===== config.mk =====
export PLATFORM = sky130hd
export DESIGN_NAME = zorro_slave_target
export DESIGN_NICKNAME = d
export VERILOG_FILES = /design/src/rtl/zorro_pkg.sv /design/src/rtl/zorro_sync2.sv /design/src/rtl/zorro_slave_target.sv
export SDC_FILE = /design/constraint.sdc
export NUM_CORES = 1
export LEC_CHECK = 0
export BUFFER_PORTS_ARGS = -buffer_cell sky130_fd_sc_hd__buf_2
export CAP_MARGIN = 20
export CORE_MARGIN = 8
export CORE_UTILIZATION = 53
export CTS_BUF_LIST = sky130_fd_sc_hd__clkbuf_16
export DETAILED_ROUTE_END_ITERATION = 6
export PLACE_DENSITY = 0.88
export SETUP_SLACK_MARGIN = 0.1
export SLEW_MARGIN = 5
export SYNTH_ARGS = -nofsm -noshare
export SYNTH_HDL_FRONTEND = slang
export SYNTH_SLANG_ARGS = --single-unit

===== constraint.sdc =====
create_clock -name CLK -period 5.1 [get_ports CLK]
set_input_delay 0 -clock CLK [delete_from_list [all_inputs] [get_ports CLK]]
set_output_delay 0 -clock CLK [all_outputs]
set_load 0.05 [all_outputs]

===== src/rtl/zorro_pkg.sv =====
// Shared constants and state encoding for the Zorro III slave target.
package zorro_pkg;

    // Function code for CPU space cycles; such cycles are never claimed.
    localparam logic [2:0] FC_CPU_SPACE = 3'b111;

    // All four data strobes negated.
    localparam logic [3:0] DSN_IDLE = 4'hF;

    // State encoding of the bus-cycle FSM.
    localparam logic [2:0] ST_IDLE_ENC    = 3'd0;
    localparam logic [2:0] ST_IGNORE_ENC  = 3'd1;
    localparam logic [2:0] ST_MATCH_ENC   = 3'd2;
    localparam logic [2:0] ST_ACCESS_ENC  = 3'd3;
    localparam logic [2:0] ST_RESPOND_ENC = 3'd4;

    typedef enum logic [2:0] {
        ST_IDLE    = ST_IDLE_ENC,
        ST_IGNORE  = ST_IGNORE_ENC,
        ST_MATCH   = ST_MATCH_ENC,
        ST_ACCESS  = ST_ACCESS_ENC,
        ST_RESPOND = ST_RESPOND_ENC
    } zorro_state_e;

endpackage


===== src/rtl/zorro_sync2.sv =====
// Two-flop synchronizer for bus strobes that are asynchronous to CLK.
// The reset value is an input so each strobe can idle at its negated level.
module zorro_sync2 #(
    parameter int WIDTH = 1
) (
    input  logic             CLK,
    input  logic             RESET_n,
    input  logic [WIDTH-1:0] RST_VAL,
    input  logic [WIDTH-1:0] D,
    output logic [WIDTH-1:0] Q
);

    logic [WIDTH-1:0] meta;

    // First flop may go metastable; second flop presents a settled value.
    always_ff @(posedge CLK or negedge RESET_n) begin
        if (!RESET_n) begin
            meta <= RST_VAL;
            Q    <= RST_VAL;
        end else begin
            meta <= D;
            Q    <= meta;
        end
    end

endmodule


===== src/rtl/zorro_slave_target.sv =====
// Zorro III slave/target responder. Claims bus cycles addressed to this
// card, runs a level request / pulse ack handshake to the local register
// space and terminates the bus cycle with DTACK_n, or BERR_n on timeout.
//
// Local handshake: LOC_REQ is a level held from the edge entering ACCESS
// until the edge on which LOC_ACK is sampled, the timeout fires, or the bus
// master drops AS_n. LOC_ACK is a one-cycle pulse and is only honoured while
// a request is outstanding. An abort is signalled by a one-cycle LOC_ABORT.
module zorro_slave_target
    import zorro_pkg::*;
#(
    parameter int ADDR_W      = 8,
    parameter int TIMEOUT_CYC = 64
) (
    input  logic              CLK,
    input  logic              RESET_n,
    input  logic              AS_n,
    input  logic [3:0]        DS_n,
    input  logic              READ,
    input  logic [31:0]       ADDR,
    input  logic [2:0]        FC,
    input  logic              CONFIGURED,
    input  logic [7:0]        BASE,
    output logic              SLAVE_n,
    output logic              DTACK_n,
    output logic              BERR_n,
    output logic              DOE,
    output logic              LOC_REQ,
    output logic              LOC_WRITE,
    output logic [ADDR_W-1:0] LOC_ADDR,
    output logic [3:0]        LOC_BE,
    input  logic              LOC_ACK,
    output logic              LOC_ABORT,
    output zorro_state_e      DBG_STATE
);

    localparam int TMR_W = $clog2(TIMEOUT_CYC) + 1;
    localparam logic [TMR_W-1:0] TMR_LAST = TMR_W'(TIMEOUT_CYC - 1);
    localparam logic [TMR_W-1:0] TMR_MAX  = '1;

    logic              asn_s;
    logic              asn_q;
    logic [3:0]        dsn_s;
    logic              as_fall;
    logic              addr_hit;
    zorro_state_e      state;
    logic [TMR_W-1:0]  timer;
    logic              read_q;
    logic [ADDR_W-1:0] addr_q;

    // Address bits outside the base compare and longword index are not decoded.
    logic unused_addr;
    assign unused_addr = ^{ADDR[23:ADDR_W+2], ADDR[1:0]};

    zorro_sync2 #(.WIDTH(1)) u_sync_as (
        .CLK     (CLK),
        .RESET_n (RESET_n),
        .RST_VAL (1'b1),
        .D       (AS_n),
        .Q       (asn_s)
    );

    zorro_sync2 #(.WIDTH(4)) u_sync_ds (
        .CLK     (CLK),
        .RESET_n (RESET_n),
        .RST_VAL (DSN_IDLE),
        .D       (DS_n),
        .Q       (dsn_s)
    );

    assign as_fall   = ~asn_s & asn_q;
    assign addr_hit  = CONFIGURED && (ADDR[31:24] == BASE) && (FC != FC_CPU_SPACE);
    assign DBG_STATE = state;

    // Previous synchronized AS_n, used to detect the start of a new bus cycle.
    always_ff @(posedge CLK or negedge RESET_n) begin
        if (!RESET_n) asn_q <= 1'b1;
        else          asn_q <= asn_s;
    end

    // Bus-cycle FSM with registered bus and local-side outputs.
    always_ff @(posedge CLK or negedge RESET_n) begin
        if (!RESET_n) begin
            state     <= ST_IDLE;
            SLAVE_n   <= 1'b1;
            DTACK_n   <= 1'b1;
            BERR_n    <= 1'b1;
            DOE       <= 1'b0;
            LOC_REQ   <= 1'b0;
            LOC_WRITE <= 1'b0;
            LOC_ADDR  <= '0;
            LOC_BE    <= '0;
            LOC_ABORT <= 1'b0;
            timer     <= '0;
            read_q    <= 1'b0;
            addr_q    <= '0;
        end else begin
            LOC_ABORT <= 1'b0;
            case (state)
                ST_IDLE: begin
                    if (as_fall) begin
                        if (addr_hit) begin
                            state   <= ST_MATCH;
                            SLAVE_n <= 1'b0;
                            read_q  <= READ;
                            addr_q  <= ADDR[ADDR_W+1:2];
                        end else begin
                            state <= ST_IGNORE;
                        end
                    end
                end
                ST_IGNORE: begin
                    if (asn_s) state <= ST_IDLE;
                end
                ST_MATCH: begin
                    // Master gave up before strobing data: no local access.
                    if (asn_s) begin
                        state   <= ST_IDLE;
                        SLAVE_n <= 1'b1;
                    end else if (dsn_s != DSN_IDLE) begin
                        state     <= ST_ACCESS;
                        LOC_REQ   <= 1'b1;
                        LOC_WRITE <= ~read_q;
                        LOC_ADDR  <= addr_q;
                        LOC_BE    <= ~dsn_s;
                        DOE       <= read_q;
                        timer     <= '0;
                    end
                end
                ST_ACCESS: begin
                    // Bus abort outranks a same-cycle ack; ack outranks timeout.
                    if (asn_s) begin
                        state     <= ST_IDLE;
                        LOC_REQ   <= 1'b0;
                        LOC_ABORT <= 1'b1;
                        SLAVE_n   <= 1'b1;
                        DOE       <= 1'b0;
                    end else if (LOC_ACK) begin
                        state   <= ST_RESPOND;
                        LOC_REQ <= 1'b0;
                        DTACK_n <= 1'b0;
                    end else if (timer == TMR_LAST) begin
                        state   <= ST_RESPOND;
                        LOC_REQ <= 1'b0;
                        BERR_n  <= 1'b0;
                    end else if (timer != TMR_MAX) begin
                        timer <= timer + 1'b1;
                    end
                end
                ST_RESPOND: begin
                    if (asn_s) begin
                        state   <= ST_IDLE;
                        DTACK_n <= 1'b1;
                        BERR_n  <= 1'b1;
                        SLAVE_n <= 1'b1;
                        DOE     <= 1'b0;
                    end
                end
                default: begin
                    state   <= ST_IDLE;
                    SLAVE_n <= 1'b1;
                    DTACK_n <= 1'b1;
                    BERR_n  <= 1'b1;
                    DOE     <= 1'b0;
                    LOC_REQ <= 1'b0;
                end
            endcase
        end
    end

endmodule

==> results.yml <==
sta:
  setup_ws_ns: 2.83
  period_needed_ns: 2.27
  tightest_slew_ns: 0.797
  fin_tns_setup_ns: 0
  setup-violations-final: 0
  slew_headroom_pct: 46.7
  clock_skew_ns: 0.00566
  rsz0062_at_grt: "no"
  fmax_ghz: 0.440
  holdWs_ns: 0.0489
  period_share_pct: 44.5
  hold_violations: 0
  slew_viol_final: 0
hold_path:
  hp-class: "in -> reg"
  hold_depth: 3
logic_synthesis:
  syn_nets: 244
  ys_ff_latch: 49
  synth_simple_gate_area_share_pct: 17.3
  synth_top_family_by_area: "simple AND/OR/NAND/NOR gates"
  ys_seq_area_share_pct: 59.7
  synth_edf_count: 0
  netlist_instances: 190
  synth.area.mux_share_pct: 5.88
  synth_xor_area_share_pct: 3.36
  synthAdderAreaFrac_pct: 1.08
  synth_warnings: 0
  synth_flop_cell: "dfrtp_1"
  ys_types: 40
  async_flop_share_pct: 100
  synth_compound_area_share_pct: 9.54
  syn-mean-instance-area_sq_um: 11.0
  syn_area_sq_um: 2080
run_status:
  status: "completed"
placed_design:
  dp.cells: 288
  post_dp_cell_area_sq_um: 2410
  portBuffers: 58
  dp_hpwl_um: 3110
  post-place-ws_ns: 2.86
  place.gp.congestion: 0.777
cts:
  clock-sinks: 49
  clockBufferDepth: 2
  root_buffer: "clkbuf_16"
  tritoncts: "built"
  clk_latency_ns: 0.29
  numCtsBuffers: 5
  h-tree-depth: 2
  cts_resized: 0
  path_clk_slew_ns: 0.07
worst_setup_path:
  crit_type: "reg -> reg"
  r2r_cells: 5
  worst_ep_arrival_time_ns: 2.49
  cp-end-kind: "flop"
  r2r_slack_ns: 2.83
  cp-start-kind: "flop"
  crit_required_ns: 5.31
  cp_max_fo: 21
floorplanning:
  die_w_um: 78.7
  fp.dieH_um: 78.7
  rows: 22
  initial_core_util_pct: 56.1
  core_area_sq_um: 3720
  io-pin-count: 75
  fp.dieArea_sq_um: 6200
finish:
  final_cells: 312
  area_growth_syn_to_layout_pct: 31.5
  num_antenna_cells: 0
  drive_gt1_share_pct: 37.1
  fillCellCount: 258
  final_area_sq_um: 2740
  num-nets-final: 317
detailed_routing:
  route.detailed.wl_per_inst_um: 15.1
  drc: 0
  dr.pass1.iters: 4
  routed_wirelength_um: 4700
  ant_nets: 0
  via_per_inst: 5.30
  drt_iter0_drc: 104
  vias: 1655
power:
  ir_worst_vdd_uv: 236
  p_leak_nw: 1.38
  power_density_nw_per_um2: 298
global_route:
  grt_overflow: 0
  grt_pass1_vias: 1635
  track_usage_pct: 16.4
  grt_max_degree: 50
  grt_pass1_wl_um: 8000
  grt_antenna_before_repair: 0
run:
  max_cap_violations: 0
==> metal layers <==
layer	wire (um)	up-vias	GRT usage, %
met4	114	0	9.63
met5	0	-	0
li1	-	802	-
met2	2360	56	26.5
met1	1970	788	19.7
met3	253	9	3.83
==> synth_stat cells (all sizes together), types with 2 or more instances <==
cell / number / area (sq um)
o31ai: 2 / 15.0
nand4: 3 / 18.8
inv: 5 / 18.8
nand3: 6 / 30.0
nor2: 10 / 37.5
or2: 4 / 25.0
a21oi: 5 / 25.0
nand2: 40 / 150
o21ai: 8 / 40.0
and2: 2 / 12.5
xnor2: 8 / 70.1
buf: 8 / 40.0
dfstp: 14 / 368
clkbuf: 2 / 7.51
mux2: 10 / 113
dfrtp: 35 / 876
o211ai: 4 / 30.0
or4: 3 / 22.5
==> area by class of cell <==
cell class                 instances  area, sq um  area share, %
sequential                        49         1240           45.4
multi-input combinational        126          781           28.5
timing repair buffer              76          475           17.4
clock buffer                       6          150           5.48
tap                               48         60.1           2.19
inverter                           5         18.8          0.685
clock inverter                     2         11.3          0.411
==> final timing paths <==
path	endpoint	start
min reg2reg	u_sync_ds.Q[0]$_DFF_PN1_	u_sync_ds.meta[0]$_DFF_PN1_
max reg2reg	timer[5]$_DFFE_PN0P_	DBG_STATE[1]$_DFFE_PN0P_
min	DTACK_n$_DFFE_PN1P_	LOC_ACK
min in group asynchronous	LOC_BE[1]$_DFFE_PN0P_	RESET_n
max in group asynchronous	BERR_n$_DFFE_PN1P_	RESET_n
max	timer[5]$_DFFE_PN0P_	DBG_STATE[1]$_DFFE_PN0P_
==> registers in the layout (all words and copies together) (netlist names) <==
name and count:
BERR_n 1, DBG_STATE 3, DOE 1, DTACK_n 1, LOC_ABORT 1, LOC_ADDR 8
LOC_BE 4, LOC_REQ 1, LOC_WRITE 1, SLAVE_n 1, addr_q 8, asn_q 1
read_q 1, timer 7, u_sync_as.Q 1, u_sync_as.meta 1, u_sync_ds.Q 4, u_sync_ds.meta 4
==> where the power goes <==
group	switching [mW]	internal (mW)	total, mW
Combinational	0.0302	0.0300	0.0602
Clock	0.140	0.210	0.350
Sequential	0.00717	0.400	0.407
Total	0.178	0.640	0.818
==> metrics by stage <==
stage,util (%),power (mW)
final,73.7,0.818
after global routing,73.7,0.847
after CTS,73.2,0.823
after detailed placement,64.8,0.464
after global placement,64.8,0.461
after floorplan,-,0.436
==> cell usage in the layout, fill, tap and decap left out, types with 3 or more instances in the layout <==
cell type and count:
buf_2 58, or4_1 3, nand4_1 3, clkbuf_16 6, mux2_2 10, dfstp_2 14, or2_2 3, a21oi_1 5
nor2_1 10, dlygate4sd3_1 15, xnor2_1 8, o21ai_0 8, o211ai_1 4, nand2_1 40, inv_1 5, dfrtp_1 35
nand3_1 6
==> repair_timing <==
action | CTS | global route
setup buffers | 0 | 0
hold endpoints to repair | 49 | 0
hold buffers | 15 | 0
==> worst max-delay path, stage by stage, from the launching register on <==
cell and delay (ns):
dfrtp_1 0.62, or4b_4 0.55, or2_0 0.33, buf_4 0.26, a211oi_2 0.23, mux2i_1 0.20
==> kinds of logic (layout without fill, tap and decap cells) <==
logic type / Yosys count / in the layout
compound gates: 29 / 29
fa+ha+maj: 2 / 2
flops: 49 / 49
simple gates: 76 / 76
buf+inv: 15 / 89
mux: 11 / 11
xor+xnor: 8 / 8
Note: power is estimated with default switching activity, not from simulation.
